==> src/rtl/eeprom_save_arbiter.sv <==
// Arbitrates the single-port save BRAM between the never-stallable EEPROM core
// and the host save/load handshake port; tracks dirty and strobe-collision errors.
module eeprom_save_arbiter #(
   parameter int AW = 13,
   parameter int DW = 8
) (
   input  logic          clk,
   input  logic          rst,
   input  logic [AW-1:0] ee_addr,
   input  logic [DW-1:0] ee_d,
   input  logic          ee_wr,
   input  logic          ee_rd,
   output logic [DW-1:0] ee_q,
   input  logic          host_req,
   input  logic          host_we,
   input  logic [AW-1:0] host_addr,
   input  logic [DW-1:0] host_din,
   output logic [DW-1:0] host_dout,
   output logic          host_ack,
   input  logic          host_load,
   input  logic          clr_dirty,
   output logic          dirty,
   output logic          err,
   output logic [AW-1:0] bram_addr,
   output logic [DW-1:0] bram_d,
   output logic          bram_we,
   input  logic [DW-1:0] bram_q
);

   localparam logic [1:0] IDLE    = 2'd0;
   localparam logic [1:0] RD_WAIT = 2'd1;
   localparam logic [1:0] ACK     = 2'd2;

   logic [1:0]    state_q, state_d;
   logic [DW-1:0] host_dout_q, host_dout_d;
   logic [DW-1:0] ee_q_hold_q, ee_q_hold_d;
   logic          ee_rd_dly_q, ee_rd_dly_d;
   logic          dirty_q, dirty_d;
   logic          err_q, err_d;
   logic [AW-1:0] addr_hold_q, addr_hold_d;
   logic [DW-1:0] din_hold_q, din_hold_d;

   logic ee_slot;
   logic ee_wr_ok;
   logic grant;

   assign ee_slot  = ee_wr | ee_rd;
   assign ee_wr_ok = ee_wr & ~host_load;
   assign host_ack = (state_q == ACK);

   // Grant is suppressed while in reset so an aborted access cannot touch the BRAM.
   assign grant = (state_q == IDLE) & host_req & ~ee_slot & ~host_ack & ~rst;

   assign ee_q      = ee_rd_dly_q ? bram_q : ee_q_hold_q;
   assign host_dout = host_dout_q;
   assign dirty     = dirty_q;
   assign err       = err_q;

   always_comb begin
      bram_addr   = addr_hold_q;
      bram_d      = din_hold_q;
      bram_we     = 1'b0;
      addr_hold_d = addr_hold_q;
      din_hold_d  = din_hold_q;
      if (ee_slot) begin
         bram_addr   = ee_addr;
         bram_d      = ee_d;
         bram_we     = ee_wr_ok;
         addr_hold_d = ee_addr;
         din_hold_d  = ee_d;
      end else if (grant) begin
         bram_addr   = host_addr;
         bram_d      = host_din;
         bram_we     = host_we;
         addr_hold_d = host_addr;
         din_hold_d  = host_din;
      end
   end

   always_comb begin
      state_d     = state_q;
      host_dout_d = host_dout_q;
      case (state_q)
         IDLE: begin
            if (grant) begin
               state_d = host_we ? ACK : RD_WAIT;
            end
         end
         RD_WAIT: begin
            host_dout_d = bram_q;
            state_d     = ACK;
         end
         ACK: begin
            state_d = IDLE;
         end
         default: begin
            state_d = IDLE;
         end
      endcase
   end

   // A write+read collision performs the write only, so the read return is not armed.
   always_comb begin
      ee_rd_dly_d = ee_rd & ~ee_wr;
      ee_q_hold_d = ee_rd_dly_q ? bram_q : ee_q_hold_q;
      err_d       = err_q | (ee_wr & ee_rd);
      dirty_d     = dirty_q;
      if (ee_wr_ok) begin
         dirty_d = 1'b1;
      end else if (clr_dirty) begin
         dirty_d = 1'b0;
      end
   end

   always_ff @(posedge clk) begin
      if (rst) begin
         state_q     <= IDLE;
         host_dout_q <= '0;
         ee_q_hold_q <= '0;
         ee_rd_dly_q <= 1'b0;
         dirty_q     <= 1'b0;
         err_q       <= 1'b0;
         addr_hold_q <= '0;
         din_hold_q  <= '0;
      end else begin
         state_q     <= state_d;
         host_dout_q <= host_dout_d;
         ee_q_hold_q <= ee_q_hold_d;
         ee_rd_dly_q <= ee_rd_dly_d;
         dirty_q     <= dirty_d;
         err_q       <= err_d;
         addr_hold_q <= addr_hold_d;
         din_hold_q  <= din_hold_d;
      end
   end

endmodule

==> config.mk <==
export PLATFORM = sky130hd
export DESIGN_NAME = eeprom_save_arbiter
export DESIGN_NICKNAME = d
export VERILOG_FILES = /design/src/rtl/eeprom_save_arbiter.sv
export SDC_FILE = /design/constraint.sdc
export NUM_CORES = 1
export LEC_CHECK = 0
export ABC_AREA = 1
export CORE_AREA = 2 2 79 66
export DETAILED_ROUTE_END_ITERATION = 8
export DIE_AREA = 0 0 81 68
export PLACE_DENSITY = 0.83
export SYNTH_ARGS = -nofsm -noshare
export SYNTH_HDL_FRONTEND = slang
export SYNTH_SLANG_ARGS = --single-unit
==> constraint.sdc <==
create_clock -name clk -period 2.7 [get_ports clk]
set_input_delay 0.54 -clock clk [delete_from_list [all_inputs] [get_ports clk]]
set_output_delay 0.54 -clock clk [all_outputs]
set_load 0.1 [all_outputs]
==> summary.md <==
| Metric | Value |
|---|---|
| Data arrival time of the worst path | 2.05 ns |
| Category of the most critical setup path | in -> out |
| Reg power frac | 0.353 |
| Cell chosen for the clock root | sky130_fd_sc_hd__clkbuf_8 |
| Total via count in the routed design | 2107 |
| Cell type with the highest aggregate area in the netlist | sky130_fd_sc_hd__dfxtp_1 |
| Register bit count reported by yosys | 42 |
| Fraction of layout cells with a size suffix above 1 | 0.158 |
| Number of placed I/O pins | 99 |
| Final Cycle Share | 0.961 |
| Setup repair after global routing missed its margin | false |
| Final period demand of the worst path | 2.59 ns |
| Share of power burned in combinational logic | 0.378 |
| Total wire length | 5460 µm |
| Remaining Overflow, GRT | 0 |
| Leading register cell type out of synthesis | sky130_fd_sc_hd__dfxtp_1 |
| Clock sink count | 42 |
| Final core occ | 0.712 |
| Max rail drop VDD | 0.327 mV |
| Synthesized instance count | 306 |
| Syn Std Cell Area | 0.00195 mm² |
| Slew at the pin closest to its max-slew limit | 0.350 ns |
| Status | complete, no violations |
| DR WL/cell | 11.7 µm |
| DRT antenna net count | 0 |
| Met2 Usage GRT | 0.381 |
| Crit path top cell by count | sky130_fd_sc_hd__nand2_1 |
| Final setup skew | 0.00311 ns |
| H-Tree Level Count | 2 |
| Async set-reset flop share out of synthesis | 0 |
| Number of DRC violations after detailed-routing iteration 0 | 66 |
| Leakage power summed over all cells | 1.64 nW |
| Required @ worst endpoint | 2.16 ns |
| Synthesized netlist net count | 364 |
| Die Y | 68 µm |
| Overall die width | 81 µm |
| Standard-cell rows | 23 |
| Tot GR Track Use | 0.209 |
| Reg clk slew, reported paths | 0.07 ns |
| Avg Vias per Cell | 4.51 |
| Final Instance Count excl. Fillers | 467 |
| Post-route DRC | 0 |
| Clock latency on the worst-skew pair | 0.30 ns |
| Setup Total Neg Slack | 0 ns |
| DP HPWL | 4040 µm |
| Switching pwr | 0.668 mW |
| CP Capture Type | output pin |
| Maximum net fanout on the critical path | 21 |
| Setup slack on the worst flop-to-flop path | 1.36 ns |
| Kind of cell adding the most delay to the critical path | buffers and inverters |
| Register area share after synthesis | 0.432 |
| Deepest clock path buffer count | 2 |
| Wire length of the first global-routing pass | 8810 µm |
| Placer Congestion | 0.767 |
| Met3 layer usage reported by global route | 0.106 |
| List of cells traversed by the critical path | clkdlybuf4s50_1, nor2_4, nand2_4, buf_4, a21oi_1, nand2_1, nand2_1, inv_1, buf_12 |
| Power share of the clock group | 0.269 |
| PortBufs | 98 |
| Synthesis-to-layout area growth | 74.5% |
| Total count of hold-check failures in the final report | 0 |
| Number of flops mapped to enable cells by yosys | 0 |
| Pin count of the biggest net entering global routing | 34 |
| Worst slew margin relative to its limit | 0.767 |
| Cell types with the highest counts after synthesis | 91 x sky130_fd_sc_hd__nand2_1, 63 x sky130_fd_sc_hd__nor2_1, 50 x sky130_fd_sc_hd__inv_1 |
| Fmax | 0.386 GHz |
| Startpoint kind of the worst setup timing path | primary input |
| Filler cell count in the final layout | 410 |
| Met1 track demand over resource in global routing | 0.219 |
| Area enclosed by the die boundary | 0.00551 mm² |
| Proportion of netlist area held by the largest area contributor | 0.432 |
| Quantity of hold-fixing buffers added after cts | 0 |
| TritonCTS clock tree | built |
| Count of placed standard cells including taps | 457 |
| Maximum capacitance violations | 0 |
| Kind of path behind the tightest hold check | reg -> reg |
| Number of iterations in the first detailed-routing pass | 4 |
| Largest stage delay on the critical path | 0.53 ns |
| Total inserted antenna cells | 0 |
| Fraction of power spent switching nets | 0.356 |
| Number of endpoints failing setup at the final stage | 0 |
| Power per standard cell area | 552 mW/mm² |
| YS warnings | 0 |
| Design internal power | 1.21 mW |
| Pins over their slew limit | 0 |
| Initial antenna violation count | 0 |
| Unique masters post-synth | 16 |
| Area of the core | 0.00478 mm² |
| Starting density of the core | 0.408 |
| GRT Max-Usage Layer | met2 |
| Top-count cell post-synth | sky130_fd_sc_hd__nand2_1 |
| Mean area per synthesized cell | 6.37 µm² |
| Layout Nets | 463 |
| CTS Buf Count | 5 |
| Count of buffering cells on the critical path with inverters included | 4 |
| Biggest area contributors in the synthesized netlist | sky130_fd_sc_hd__dfxtp_1 43%, sky130_fd_sc_hd__nand2_1 18%, sky130_fd_sc_hd__nor2_1 12%, sky130_fd_sc_hd__inv_1 9.6%, sky130_fd_sc_hd__a21oi_1 8.0% |
| Vias in the first global route | 2057 |
| Crit-path slowest cell | sky130_fd_sc_hd__clkdlybuf4s50_1 |
[power groups by stage]
stage	clock (mW)	combinational, mW	sequential [mW]
floorplan	0	0.390	0.705
global placement	0	0.699	0.675
detailed placement	0	0.706	0.676
CTS	0.515	0.708	0.662
global route	0.546	0.748	0.666
finish	0.504	0.710	0.663
[logic make-up (layout without fill, tap and decap cells)]
kind of cell    count (synthesis)  in the layout  synth area share
simple gates                  158            159             0.322
buf+inv                        65            163             0.141
flops                          42             42             0.432
compound gates                 41             41             0.106
[placed cells by master (no fill, tap or decap)]
| cell type | count |
|---|---|
| sky130_fd_sc_hd__a21oi_2 | 2 |
| sky130_fd_sc_hd__buf_4 | 15 |
| sky130_fd_sc_hd__nor2_8 | 1 |
| sky130_fd_sc_hd__nor2_1 | 63 |
| sky130_fd_sc_hd__nor2_2 | 1 |
| sky130_fd_sc_hd__nor2_4 | 2 |
| sky130_fd_sc_hd__o22ai_1 | 1 |
| sky130_fd_sc_hd__inv_2 | 1 |
| sky130_fd_sc_hd__clkdlybuf4s50_1 | 57 |
| sky130_fd_sc_hd__bufinv_16 | 1 |
| sky130_fd_sc_hd__dfxtp_1 | 42 |
| sky130_fd_sc_hd__nand2_1 | 91 |
| sky130_fd_sc_hd__nand2_4 | 1 |
| sky130_fd_sc_hd__clkbuf_8 | 6 |
| sky130_fd_sc_hd__a21oi_1 | 29 |
| sky130_fd_sc_hd__inv_1 | 50 |
| sky130_fd_sc_hd__buf_12 | 31 |
| sky130_fd_sc_hd__buf_6 | 1 |
| sky130_fd_sc_hd__inv_4 | 1 |
| sky130_fd_sc_hd__o21ai_2 | 1 |
| sky130_fd_sc_hd__o21ai_0 | 8 |
[tightest hold or removal path: stages, from the launching register on]
cell and delay (ns):
sky130_fd_sc_hd__dfxtp_1 0.30, sky130_fd_sc_hd__nand2_1 0.07, sky130_fd_sc_hd__a21oi_1 0.06
[per-layer routing]
metal  vias up  routed length (µm)
met2        77                2650
met4         0                  50
met3         5                 613
li1       1100                   -
met1       925                2150
met5         -                   0
[repair_timing]
| action | 4_1_cts | 5_1_grt |
|---|---|---|
| resized for setup | 0 | 4 |
| buffers inserted | 0 | 2 |
| setup endpoints to repair | 0 | 22 |
[path summary, 6_finish.rpt]
kind | from | end | depth (start not counted)
worst max-delay path | rst | bram_addr[10] | 9
worst min-delay path | ee_q_hold_q[2] | ee_q_hold_q[2] | 2
worst max register to register | state_q[1] | addr_hold_q[10] | 7
worst min register to register | ee_q_hold_q[2] | ee_q_hold_q[2] | 2
[final cells by class]
| cell class | instances | area, µm² | area share |
|---|---|---|---|
| multi-input combinational | 200 | 856 | 0.252 |
| inverter | 52 | 198 | 0.0582 |
| clock inverter | 1 | 30.0 | 0.00883 |
| clock buffer | 6 | 82.6 | 0.0243 |
| tap | 62 | 77.6 | 0.0228 |
| timing repair buffer | 104 | 1320 | 0.387 |
| sequential | 42 | 841 | 0.247 |
[registers in the layout, summed over array words and instances, names as in the netlist]
name / flops
err: 1
dirty: 1
host_dout: 8
addr_hold_q: 13
ee_rd_dly_q: 1
din_hold_q: 8
state_q: 2
ee_q_hold_q: 8
[stage by stage]
| stage | worst slack, ns | power (mW) | instance area (µm²) | hold WS [ns] |
|---|---|---|---|---|
| floorplan | 0.239 | 1.09 | 1950 | 0.445 |
| global placement | 0.0892 | 1.37 | 3230 | 0.457 |
| detailed placement | 0.0547 | 1.38 | 3230 | 0.465 |
| CTS | 0.0323 | 1.88 | 3350 | 0.477 |
| global route | 0.00538 | 1.96 | 3400 | 0.501 |
| finish | 0.107 | 1.88 | 3400 | 0.472 |
Note: power is estimated with default switching activity, not from simulation.
